$ cat config.mk
export PLATFORM = sky130hd
export DESIGN_NAME = mu0_state_sequencer
export DESIGN_NICKNAME = d
export VERILOG_FILES = /design/src/rtl/mu0_state_sequencer.sv
export SDC_FILE = /design/constraint.sdc
export NUM_CORES = 1
export LEC_CHECK = 0
export ABC_AREA = 1
export BUFFER_PORTS_ARGS = -buffer_cell sky130_fd_sc_hd__buf_2
export CAP_MARGIN = 25
export CORE_MARGIN = 2
export CORE_UTILIZATION = 53
export DETAILED_ROUTE_END_ITERATION = 12
export GPL_TIMING_DRIVEN = 0
export HOLD_SLACK_MARGIN = 0.02
export PLACE_DENSITY = 0.8
export SYNTH_ARGS = -nofsm -noshare
export SYNTH_HDL_FRONTEND = slang
export SYNTH_SLANG_ARGS = --single-unit
$ cat constraint.sdc
create_clock -name Clk -period 3.6 [get_ports Clk]
set_input_delay 0 -clock Clk [delete_from_list [all_inputs] [get_ports Clk]]
set_output_delay 0 -clock Clk [all_outputs]
set_load 0.03 [all_outputs]
$ cat src/rtl/mu0_state_sequencer.sv
// MU0 control sequencer: one-hot Fetch/Exec1/Exec2 strobes, extension-unit wait with watchdog.
// Optional retired-instruction counter enabled by defining SEQ_INSTR_COUNT_EN.
module mu0_state_sequencer #(
    parameter int EXT_TIMEOUT = 255,
    parameter int TW          = 8,
    parameter int CNT_W       = 16
) (
    input  logic             Clk,
    input  logic             Rst_n,
    input  logic             Run,
    input  logic             Halt_Req,
    input  logic [3:0]       op,
    input  logic             Ext_Done,
    output logic             Fetch,
    output logic             Exec1,
    output logic             Exec2,
    output logic             Ext_Start,
    output logic             Halted,
    output logic             Fault,
    output logic [CNT_W-1:0] Instr_Count,
    output logic [2:0]       seq_state
);

    localparam logic [2:0] S_IDLE     = 3'd0;
    localparam logic [2:0] S_FETCH    = 3'd1;
    localparam logic [2:0] S_EXEC1    = 3'd2;
    localparam logic [2:0] S_EXEC2    = 3'd3;
    localparam logic [2:0] S_EXT_WAIT = 3'd4;
    localparam logic [2:0] S_HALT     = 3'd5;

    // Timer value during the last permitted EXT_WAIT cycle (timer is 0 in the first).
    localparam logic [TW-1:0] TIMEOUT_LAST = TW'(EXT_TIMEOUT - 1);

    logic [2:0]    state;
    logic [2:0]    state_next;
    logic [TW-1:0] timer;
    logic          pending;
    logic          retire;
    logic          set_fault;
    logic          halt_now;
    logic          stopped;
    logic          active;

    assign stopped  = (state == S_IDLE) || (state == S_HALT);
    assign active   = (state == S_FETCH) || (state == S_EXEC1) ||
                      (state == S_EXEC2) || (state == S_EXT_WAIT);
    // A request arriving in the retiring cycle itself still takes effect.
    assign halt_now = pending || Halt_Req;

    always_comb begin
        state_next = state;
        retire     = 1'b0;
        set_fault  = 1'b0;
        case (state)
            S_IDLE, S_HALT: begin
                if (Run) state_next = S_FETCH;
            end
            S_FETCH: state_next = S_EXEC1;
            S_EXEC1: begin
                case (op)
                    4'b0000, 4'b0010, 4'b0011: state_next = S_EXEC2;
                    4'b1100, 4'b1101, 4'b1110: state_next = S_EXT_WAIT;
                    4'b0111: begin
                        state_next = S_HALT;
                        retire     = 1'b1;
                    end
                    4'b1011, 4'b1111: begin
                        state_next = S_HALT;
                        set_fault  = 1'b1;
                    end
                    default: begin
                        retire     = 1'b1;
                        state_next = halt_now ? S_HALT : S_FETCH;
                    end
                endcase
            end
            S_EXEC2: begin
                retire     = 1'b1;
                state_next = halt_now ? S_HALT : S_FETCH;
            end
            S_EXT_WAIT: begin
                if (Ext_Done) begin
                    retire     = 1'b1;
                    state_next = halt_now ? S_HALT : S_FETCH;
                end else if (timer == TIMEOUT_LAST) begin
                    state_next = S_HALT;
                    set_fault  = 1'b1;
                end
            end
            default: state_next = S_IDLE;
        endcase
    end

    always_ff @(posedge Clk or negedge Rst_n) begin
        if (!Rst_n) begin
            state   <= S_IDLE;
            timer   <= '0;
            pending <= 1'b0;
            Fault   <= 1'b0;
        end else begin
            state <= state_next;
            // Timer is held at zero outside EXT_WAIT, so it reads 0 on entry.
            if (state == S_EXT_WAIT) timer <= timer + 1'b1;
            else                     timer <= '0;

            if (state_next == S_HALT || (stopped && Run)) pending <= 1'b0;
            else if (active && Halt_Req)                   pending <= 1'b1;

            if (stopped && Run)  Fault <= 1'b0;
            else if (set_fault)  Fault <= 1'b1;
        end
    end

`ifdef SEQ_INSTR_COUNT_EN
    always_ff @(posedge Clk or negedge Rst_n) begin
        if (!Rst_n)      Instr_Count <= '0;
        else if (retire) Instr_Count <= Instr_Count + 1'b1;
    end
`else
    logic unused_retire;
    assign unused_retire = retire;
    assign Instr_Count   = '0;
`endif

    assign Fetch     = (state == S_FETCH);
    assign Exec1     = (state == S_EXEC1);
    assign Exec2     = (state == S_EXEC2);
    assign Ext_Start = (state == S_EXT_WAIT) && (timer == '0);
    assign Halted    = stopped;
    assign seq_state = state;

endmodule

==> flow_metrics.env, run 1 <==
export IMPL_status="complete, no violations"
export IMPL_postRouteAntennaNets=0
export IMPL_io_pins=34
export IMPL_rows=16
export IMPL_finalHoldViolCount=0
export IMPL_synth_seq_cells=13
export IMPL_syn_area_sq_um=1040
export IMPL_die_y_um=48.3
export IMPL_clk_pin_slew_ps=80
export IMPL_synth_fa_ha_area_share_pct=3.61
export IMPL_path_max_fanout=10
export IMPL_grt_max_degree=14
export IMPL_power_frac_seq_pct=27.1
export IMPL_ys_types=28
export IMPL_stdcell_count=200
export IMPL_leakagePower_nw=0.693
export IMPL_vias=901
export IMPL_yosysTopAreaCell="dfrtp_1"
export IMPL_wl_per_cell_um=10.1
export IMPL_drt_iter0_drc=15
export IMPL_start_kind="register"
export IMPL_peakVddDrop_mv=0.552
export IMPL_routed_via_density=4.51
export IMPL_synth_cells=135
export IMPL_synth_compound_area_share_pct=3.85
export IMPL_combPwrFrac_pct=61.4
export IMPL_die_area_sq_um=2330
export IMPL_drv_cap=0
export IMPL_dp_cells=194
export IMPL_finClkSkew_ps=2.91
export IMPL_synth_top_family_by_area="simple AND/OR/NAND/NOR gates"
export IMPL_crit_arrival_ps=1590
export IMPL_max_stage_delay_ps=430
export IMPL_dp_hpwl_mm=1.64
export IMPL_cts_sinks=13
export IMPL_switchingPower_uw=407
export IMPL_clock_path_buffers=2
export IMPL_clk_latency_ps=270
export IMPL_drc_errors=0
export IMPL_cts_resized=0
export IMPL_place_congestion=0.822
export IMPL_p_int_uw=377
export IMPL_synth_avg_cell_area_sq_um=7.70
export IMPL_period_minus_slack_ps=1590
export IMPL_grt_overflow_total=0
export IMPL_totalWireLength_mm=2.02
export IMPL_crit_top_cell="inv_2"
export IMPL_layout_nets=186
export IMPL_antenna_found_initial=0
export IMPL_cts_made_buffers=3
export IMPL_setup_violations=0
export IMPL_clockPowerShare_pct=11.5
export IMPL_root_buffer="clkbuf_4"
export IMPL_die_x_um=48.3
export IMPL_worst_setup_path_type="reg -> out"
export IMPL_synthMuxAreaShare_pct=0
export IMPL_fmax_ghz=0.631
export IMPL_dpl_cell_area_sq_um=1210
export IMPL_start_util_pct=54.7
export IMPL_grt_pass1_wl_mm=3.16
export IMPL_area_growth_pct=21.3
export IMPL_drv_slew=0
export IMPL_endpoint_kind="output pin"
export IMPL_power_uw=783
export IMPL_r2r_setup_slack_ps=2250
export IMPL_core_area_sq_um=1900
export IMPL_synth_xor_area_share_pct=1.68
export IMPL_track_usage_pct=19.7
export IMPL_yosysSeqAreaShare_pct=31.3
export IMPL_yosysWarnings=0
export IMPL_path_cells="inv_2, nand3_4, inv_2, nand4_2, nor4_2, buf_2"
export IMPL_min_path_type="in -> reg"
export IMPL_final_area_sq_um=1260
export IMPL_worst_path_max_delay_cell="dfrtp_1"
export IMPL_final_common_cell="nand2_1"
export IMPL_netlist_area_leader_share_pct=31.3
export IMPL_required_ps=3600
export IMPL_antenna_cells=0
export IMPL_cts_tree="yes"
export IMPL_most_common_layout_cells="nand2_1, buf_2"
export IMPL_drive_above_1_share_pct=37.6
export IMPL_synthTopCellsByArea="dfrtp_1, buf_4, nand2_1"
export IMPL_switching_share_pct=51.9
export IMPL_synth_simple_area_share_pct=38.7
export IMPL_grt_setup_unrepaired="no"
export IMPL_setup_tns_ps=0
export IMPL_power_density_nw_per_um2=621
export IMPL_fin_crit_sh_pct=44.0
export IMPL_portBuffers=17
export IMPL_grt_pass1_vias=824
export IMPL_first_pass_iters=4
export IMPL_htree_levels=1
-- per-stage QoR --
| stage | hold WS, ps | utilization [%] | worst slack, ps |
|---|---|---|---|
| after global placement | -100 | 63.9 | 2300 |
| after global routing | 67.5 | 66.3 | 1840 |
| final | 52.6 | 66.3 | 2010 |
| after detailed placement | -99.8 | 63.9 | 2260 |
| after floorplan | -296 | - | 1940 |
| after CTS | 43.2 | 66.3 | 1980 |
-- repair_timing --
item                                   4_1_cts  5_1_grt
buffers inserted                             0        0
hold buffers                                 2        0
endpoints found under the hold margin       14        0
-- path summary, 6_finish.rpt --
path / cells past startpoint / endpoint / startpoint
setup / recovery: 6 / Ext_Start / seq_state[1]$_DFF_PN0_
hold / removal: 4 / seq_state[1]$_DFF_PN0_ / op[0]
setup reg to reg: 9 / pending$_DFFE_PN0P_ / timer[0]$_DFF_PN0_
hold reg to reg: 1 / timer[0]$_DFF_PN0_ / timer[0]$_DFF_PN0_
max in group asynchronous: 2 / pending$_DFFE_PN0P_ / Rst_n
min in group asynchronous: 2 / timer[3]$_DFF_PN0_ / Rst_n
-- synth_stat cells --
cell	instances
nand2_4	1
buf_4	16
nor4_2	1
a21oi_2	1
inv_1	16
nand2_1	22
nand3_2	4
a21oi_1	4
nor2_4	1
nor3_1	3
nor2_2	2
nor2_1	16
xor2_1	2
nand2_2	6
inv_4	1
nor4_1	1
buf_6	1
nor3_2	4
nand4_2	1
o22ai_1	1
nand3_1	7
o21ai_0	1
nand3_4	1
ha_1	3
inv_2	4
conb_1	1
and2_4	1
dfrtp_1	13
-- area by class of cell --
| cell class | instances | area (sq um) |
|---|---|---|
| sequential | 13 | 325 |
| timing repair buffer | 19 | 105 |
| buffer | 17 | 131 |
| tap | 27 | 33.8 |
| fill | 172 | 641 |
| clock buffer | 4 | 26.3 |
| inverter | 21 | 81.3 |
| multi-input combinational | 99 | 558 |
-- power by group through the flow --
stage / logic, mW / registers [mW] / clock network (mW)
after detailed placement: 0.479 / 0.215 / 0
after floorplan: 0.347 / 0.245 / 0
after CTS: 0.483 / 0.213 / 0.0923
after global routing: 0.527 / 0.218 / 0.101
after global placement: 0.470 / 0.214 / 0
final: 0.481 / 0.213 / 0.0902
-- routing by layer --
metal	global-route usage [%]	up-vias	part of all wire [%]
met5	0	-	0
met4	13.5	0	1.6
met3	2.96	4	4.7
met2	36.1	23	53
met1	20.4	411	40
li1	-	463	-
-- cell families (layout without fill, tap and decap cells) --
logic type | count (synthesis) | in the layout
buffers and inverters | 38 | 61
xor gates and xnor gates | 2 | 2
adders and majority gates | 3 | 3
and+or+nand+nor | 71 | 71
DFF | 13 | 13
other | 1 | 16
AOI/OAI and AO/OA | 7 | 7
-- worst max-delay path: cells and delay by family (launching register included) --
family	cells	cell delay [ps]
buffers and inverters	3	500
DFF	1	430
and+or+nand+nor	3	370
-- registers in the layout, summed over array words and instances (netlist names) --
register and cells:
Fault 1, pending 1, seq_state 3, timer 8
No activity file was read; power rests on OpenSTA's default activity.
==> run 2: changes to the inputs <==
CORE_UTILIZATION = 45   (was 53)
PLACE_DENSITY = 0.72   (was 0.8)
clock period = 1.4 ns   (was 3.6 ns; I/O delays follow)
==> flow_metrics.env, run 2 (same netlist as run 1, synthesis figures left out) <==
export IMPL_area_growth_pct=35.1
export IMPL_drt_iter0_drc=13
export IMPL_power_frac_seq_pct=24.8
export IMPL_io_pins=34
export IMPL_final_common_cell="buf_4"
export IMPL_period_minus_slack_ps=1390
export IMPL_setup_violations=0
export IMPL_rows=17
export IMPL_clk_latency_ps=260
export IMPL_switchingPower_mw=1.16
export IMPL_nFillCells=201
export IMPL_clk_pin_slew_ps=80
export IMPL_first_pass_iters=4
export IMPL_holdPathStages=4
export IMPL_layout_nets=199
export IMPL_track_usage_pct=19.8
export IMPL_place_congestion=0.812
export IMPL_leakagePower_nw=0.758
export IMPL_vias=979
export IMPL_cts_tree="yes"
export IMPL_endpoint_kind="output pin"
export IMPL_grt_pass1_vias=1033
export IMPL_routed_via_density=4.57
export IMPL_grt_pass1_wl_mm=3.97
export IMPL_hold_ws_ps=61.4
export IMPL_switching_share_pct=49.1
export IMPL_dp_hpwl_mm=1.70
export IMPL_largest_reg_flops=8
export IMPL_wl_met2_mm=1.26
export IMPL_fin_ws_ps=10.9
export IMPL_drc_errors=0
export IMPL_status="complete, no violations"
export IMPL_preCtsSetupSlack_ps=59.3
export IMPL_fin_crit_sh_pct=99.2
export IMPL_start_kind="register"
export IMPL_cts_made_buffers=3
export IMPL_crit_arrival_ps=1390
export IMPL_finClkSkew_ps=6.67
export IMPL_cts_sinks=13
export IMPL_regMostFlops="timer"
export IMPL_power_mw=2.35
export IMPL_peakVddDrop_mv=1.28
export IMPL_dp_cells=195
export IMPL_drv_cap=0
export IMPL_antenna_cells=0
export IMPL_wl_per_cell_um=11.0
export IMPL_p_int_mw=1.20
export IMPL_combPwrFrac_pct=65.8
export IMPL_totalWireLength_mm=2.35
export IMPL_path_max_fanout=6
export IMPL_r2r_setup_slack_ps=100
export IMPL_worst_setup_path_type="reg -> out"
export IMPL_met1_length_um=853
export IMPL_clock_path_buffers=2
export IMPL_core_area_sq_um=2190
export IMPL_die_area_sq_um=2710
export IMPL_min_path_type="in -> reg"
export IMPL_wl_met3_um=160
export IMPL_register_area_sq_um=329
export IMPL_start_util_pct=47.5
export IMPL_drv_slew=0
export IMPL_root_buffer="clkbuf_4"
export IMPL_grt_overflow_total=0
export IMPL_rr_worst_depth=9
export IMPL_antenna_found_initial=0
export IMPL_r2r_start="seq_state[0]$_DFF_PN0_"
export IMPL_stdcell_count=214
export IMPL_r2r_end="pending$_DFFE_PN0P_"
export IMPL_portBuffers=17
export IMPL_required_ps=1400
export IMPL_die_x_um=52.1
export IMPL_grt_max_degree=14
export IMPL_power_density_nw_per_um2=1670
export IMPL_fmax_ghz=0.720
export IMPL_finalHoldViolCount=0
export IMPL_drive_above_1_share_pct=45.7
export IMPL_min_from="op[0]"
export IMPL_die_y_um=52.1
export IMPL_postRouteAntennaNets=0
export IMPL_topRoutingLayerUsed="met4"
export IMPL_startpoint="seq_state[0]$_DFF_PN0_"
export IMPL_cp_endpoint="Halted"
export IMPL_htree_levels=1
export IMPL_multiInputGateArea_sq_um=589
export IMPL_clockPowerShare_pct=9.4
export IMPL_grt_setup_unrepaired="yes"
export IMPL_most_common_layout_cells="buf_4, nand2_1, conb_1, inv_1, buf_2"
run 2: timing repair:
action | 4_1_cts | 5_1_grt
endpoints found under the hold margin | 14 | 0
endpoints found under the setup margin | 2 | 3
pin swaps | 0 | 3
hold buffers | 2 | 0
setup buffers | 13 | 1
resized for setup | 2 | 8
run 2: worst min-delay path by stage:
| stage | to |
|---|---|
| after CTS | seq_state[1]$_DFF_PN0_ |
| final | seq_state[1]$_DFF_PN0_ |
| after global routing | seq_state[1]$_DFF_PN0_ |
| after global placement | timer[3]$_DFF_PN0_ |
| after detailed placement | timer[3]$_DFF_PN0_ |
| after floorplan | Fault$_DFFE_PN0P_ |
run 2: per-layer routing:
layer	vias to the layer above	global-route usage, %
li1	488	-
met1	442	18.3
met2	41	39.7
met3	8	3.45
met4	0	11.0
met5	-	0
run 2: area by class of cell:
type / instances / area share [%]
multi-input combinational: 99 / 41.9
sequential: 13 / 23.4
timing repair buffer: 33 / 15.6
buffer: 16 / 8.55
inverter: 21 / 6.14
tap: 28 / 2.49
clock buffer: 4 / 1.87
run 2: metrics by stage:
step / TNS [ps] / utilization (%) / cell area (sq um)
finish: 0 / 64.1 / 1410
global route: -93.1 / 64.1 / 1410
CTS: 0 / 63.0 / 1380
detailed placement: 0 / 56.5 / 1240
global placement: 0 / 56.5 / 1240
floorplan: 0 / - / 1120
run 2: power groups by stage:
| stage | combinational (mW) | sequential, mW | clock [mW] |
|---|---|---|---|
| 6_report | 1.55 | 0.584 | 0.220 |
| 5_1_grt | 1.66 | 0.595 | 0.243 |
| 4_1_cts | 1.48 | 0.577 | 0.223 |
| 3_5_place_dp | 1.28 | 0.570 | 0 |
| 3_3_place_gp | 1.24 | 0.569 | 0 |
| 2_1_floorplan | 0.924 | 0.648 | 0 |
run 2: worst max-delay path, cell delays in order, from the launching register on:
cell	delay (ps)
dfrtp_2	470
buf_4	150
nand2_2	90
nand2_2	70
and2_4	180
buf_4	160
==> run 3: changes to the inputs <==
PLACE_DENSITY = 0.87   (was 0.72)
==> flow_metrics.env, run 3 (same netlist as run 1, synthesis figures left out) <==
export IMPL_area_growth_pct=35.1
export IMPL_drc_errors=0
export IMPL_period_minus_slack_ps=1370
export IMPL_dp_cells=195
export IMPL_clock_path_buffers=2
export IMPL_totalWireLength_mm=2.35
export IMPL_die_area_sq_um=2710
export IMPL_portBuffers=17
export IMPL_crit_arrival_ps=1370
export IMPL_io_pins=34
export IMPL_r2r_setup_slack_ps=120
export IMPL_final_common_cell="buf_4"
export IMPL_postRouteAntennaNets=0
export IMPL_rows=17
export IMPL_required_ps=1400
export IMPL_grt_overflow_total=0
export IMPL_setup_violations=0
export IMPL_track_usage_pct=19.7
export IMPL_grt_setup_unrepaired="yes"
export IMPL_final_area_sq_um=1410
export IMPL_antenna_cells=0
export IMPL_drive_above_1_share_pct=45.9
export IMPL_peakVddDrop_mv=1.21
export IMPL_endpoint_kind="output pin"
export IMPL_dpl_cell_area_sq_um=1240
export IMPL_regMostFlops="timer"
export IMPL_hold_ws_ps=54.6
export IMPL_antenna_found_initial=0
export IMPL_rr_worst_depth=9
export IMPL_stdcell_count=211
export IMPL_drv_cap=0
export IMPL_die_y_um=52.1
export IMPL_cts_made_buffers=3
export IMPL_first_pass_iters=5
export IMPL_fin_crit_sh_pct=97.9
export IMPL_dp_hpwl_mm=1.73
export IMPL_grt_max_degree=14
export IMPL_drv_slew=0
export IMPL_start_kind="register"
export IMPL_clk_latency_ps=260
export IMPL_clk_pin_slew_ps=80
export IMPL_most_common_layout_cells="buf_4, nand2_1, conb_1, inv_1, buf_2"
export IMPL_worst_setup_path_type="reg -> out"
export IMPL_cts_sinks=13
export IMPL_path_max_fanout=7
export IMPL_min_path_type="in -> reg"
export IMPL_fmax_ghz=0.730
export IMPL_leakagePower_nw=0.748
export IMPL_finalHoldViolCount=0
export IMPL_root_buffer="clkbuf_4"
export IMPL_place_congestion=0.865
export IMPL_holdPathStages=4
export IMPL_grt_pass1_wl_mm=3.88
export IMPL_core_area_sq_um=2190
export IMPL_layout_nets=196
export IMPL_drt_iter0_drc=15
export IMPL_finClkSkew_ps=1.39
export IMPL_die_x_um=52.1
export IMPL_wl_per_cell_um=11.1
export IMPL_vias=957
export IMPL_status="complete, no violations"
export IMPL_start_util_pct=47.5
export IMPL_setup_tns_ps=0
export IMPL_grt_pass1_vias=931
export IMPL_routed_via_density=4.54
export IMPL_htree_levels=1
export IMPL_largest_reg_flops=8
export IMPL_cts_tree="yes"
export IMPL_power_density_nw_per_um2=1650
-- run 3: layout make-up --
class                           instances  area, sq um
Buffer                                 16          120
Clock buffer                            4         26.3
Fill cell                             196          786
Inverter                               21         86.3
Multi-Input combinational cell         99          607
Sequential cell                        13          330
Tap cell                               28         35.0
Timing Repair Buffer                   30          200
-- run 3: metal layers --
| metal | global-route usage (%) | up-vias | share of wire, % |
|---|---|---|---|
| met1 | 20.1 | 443 | 36 |
| met2 | 40.5 | 28 | 58 |
| met4 | 5.26 | 0 | 0.55 |
| li1 | - | 484 | - |
| met5 | 0 | - | 0 |
| met3 | 2.59 | 2 | 5.4 |
-- run 3: stage by stage --
stage	utilization, %	setup slack, ps	power [mW]
3_5_place_dp	56.5	25.4	1.83
2_1_floorplan	-	4.29	1.57
4_1_cts	62.2	-53.8	2.22
3_3_place_gp	56.5	61.6	1.79
6_report	64.1	29.4	2.32
5_1_grt	64.1	-50.3	2.48
-- run 3: path summary, 6_finish.rpt --
check                                       start                endpoint
setup reg to reg               timer[0]$_DFF_PN0_     pending$_DFFE_PN0P_
hold reg to reg                 Fault$_DFFE_PN0P_       Fault$_DFFE_PN0P_
max in group asynchronous                   Rst_n  seq_state[1]$_DFF_PN0_
min in group asynchronous                   Rst_n      timer[5]$_DFF_PN0_
setup / recovery           seq_state[2]$_DFF_PN0_               Ext_Start
hold / removal                              op[0]  seq_state[1]$_DFF_PN0_
-- run 3: timing repair --
action                                  in CTS  in global routing
hold endpoints to repair                    15                  0
hold buffers                                 2                  0
endpoints found under the setup margin       2                  3
setup buffers                                8                  3
gates resized for setup                      8                  7
pin swaps                                    3                  5
-- run 3: critical path: stages, from the launching register on --
cell and delay (ps):
dfrtp_2 490, nand3_4 120, inv_4 80, nand4_4 80, nor4_4 130, buf_4 190
-- run 3: where the power goes --
part | internal (mW) | leakage, nW | switching [mW]
Clock | 0.110 | 0.0150 | 0.120
Combinational | 0.596 | 0.563 | 0.932
Sequential | 0.458 | 0.170 | 0.0983
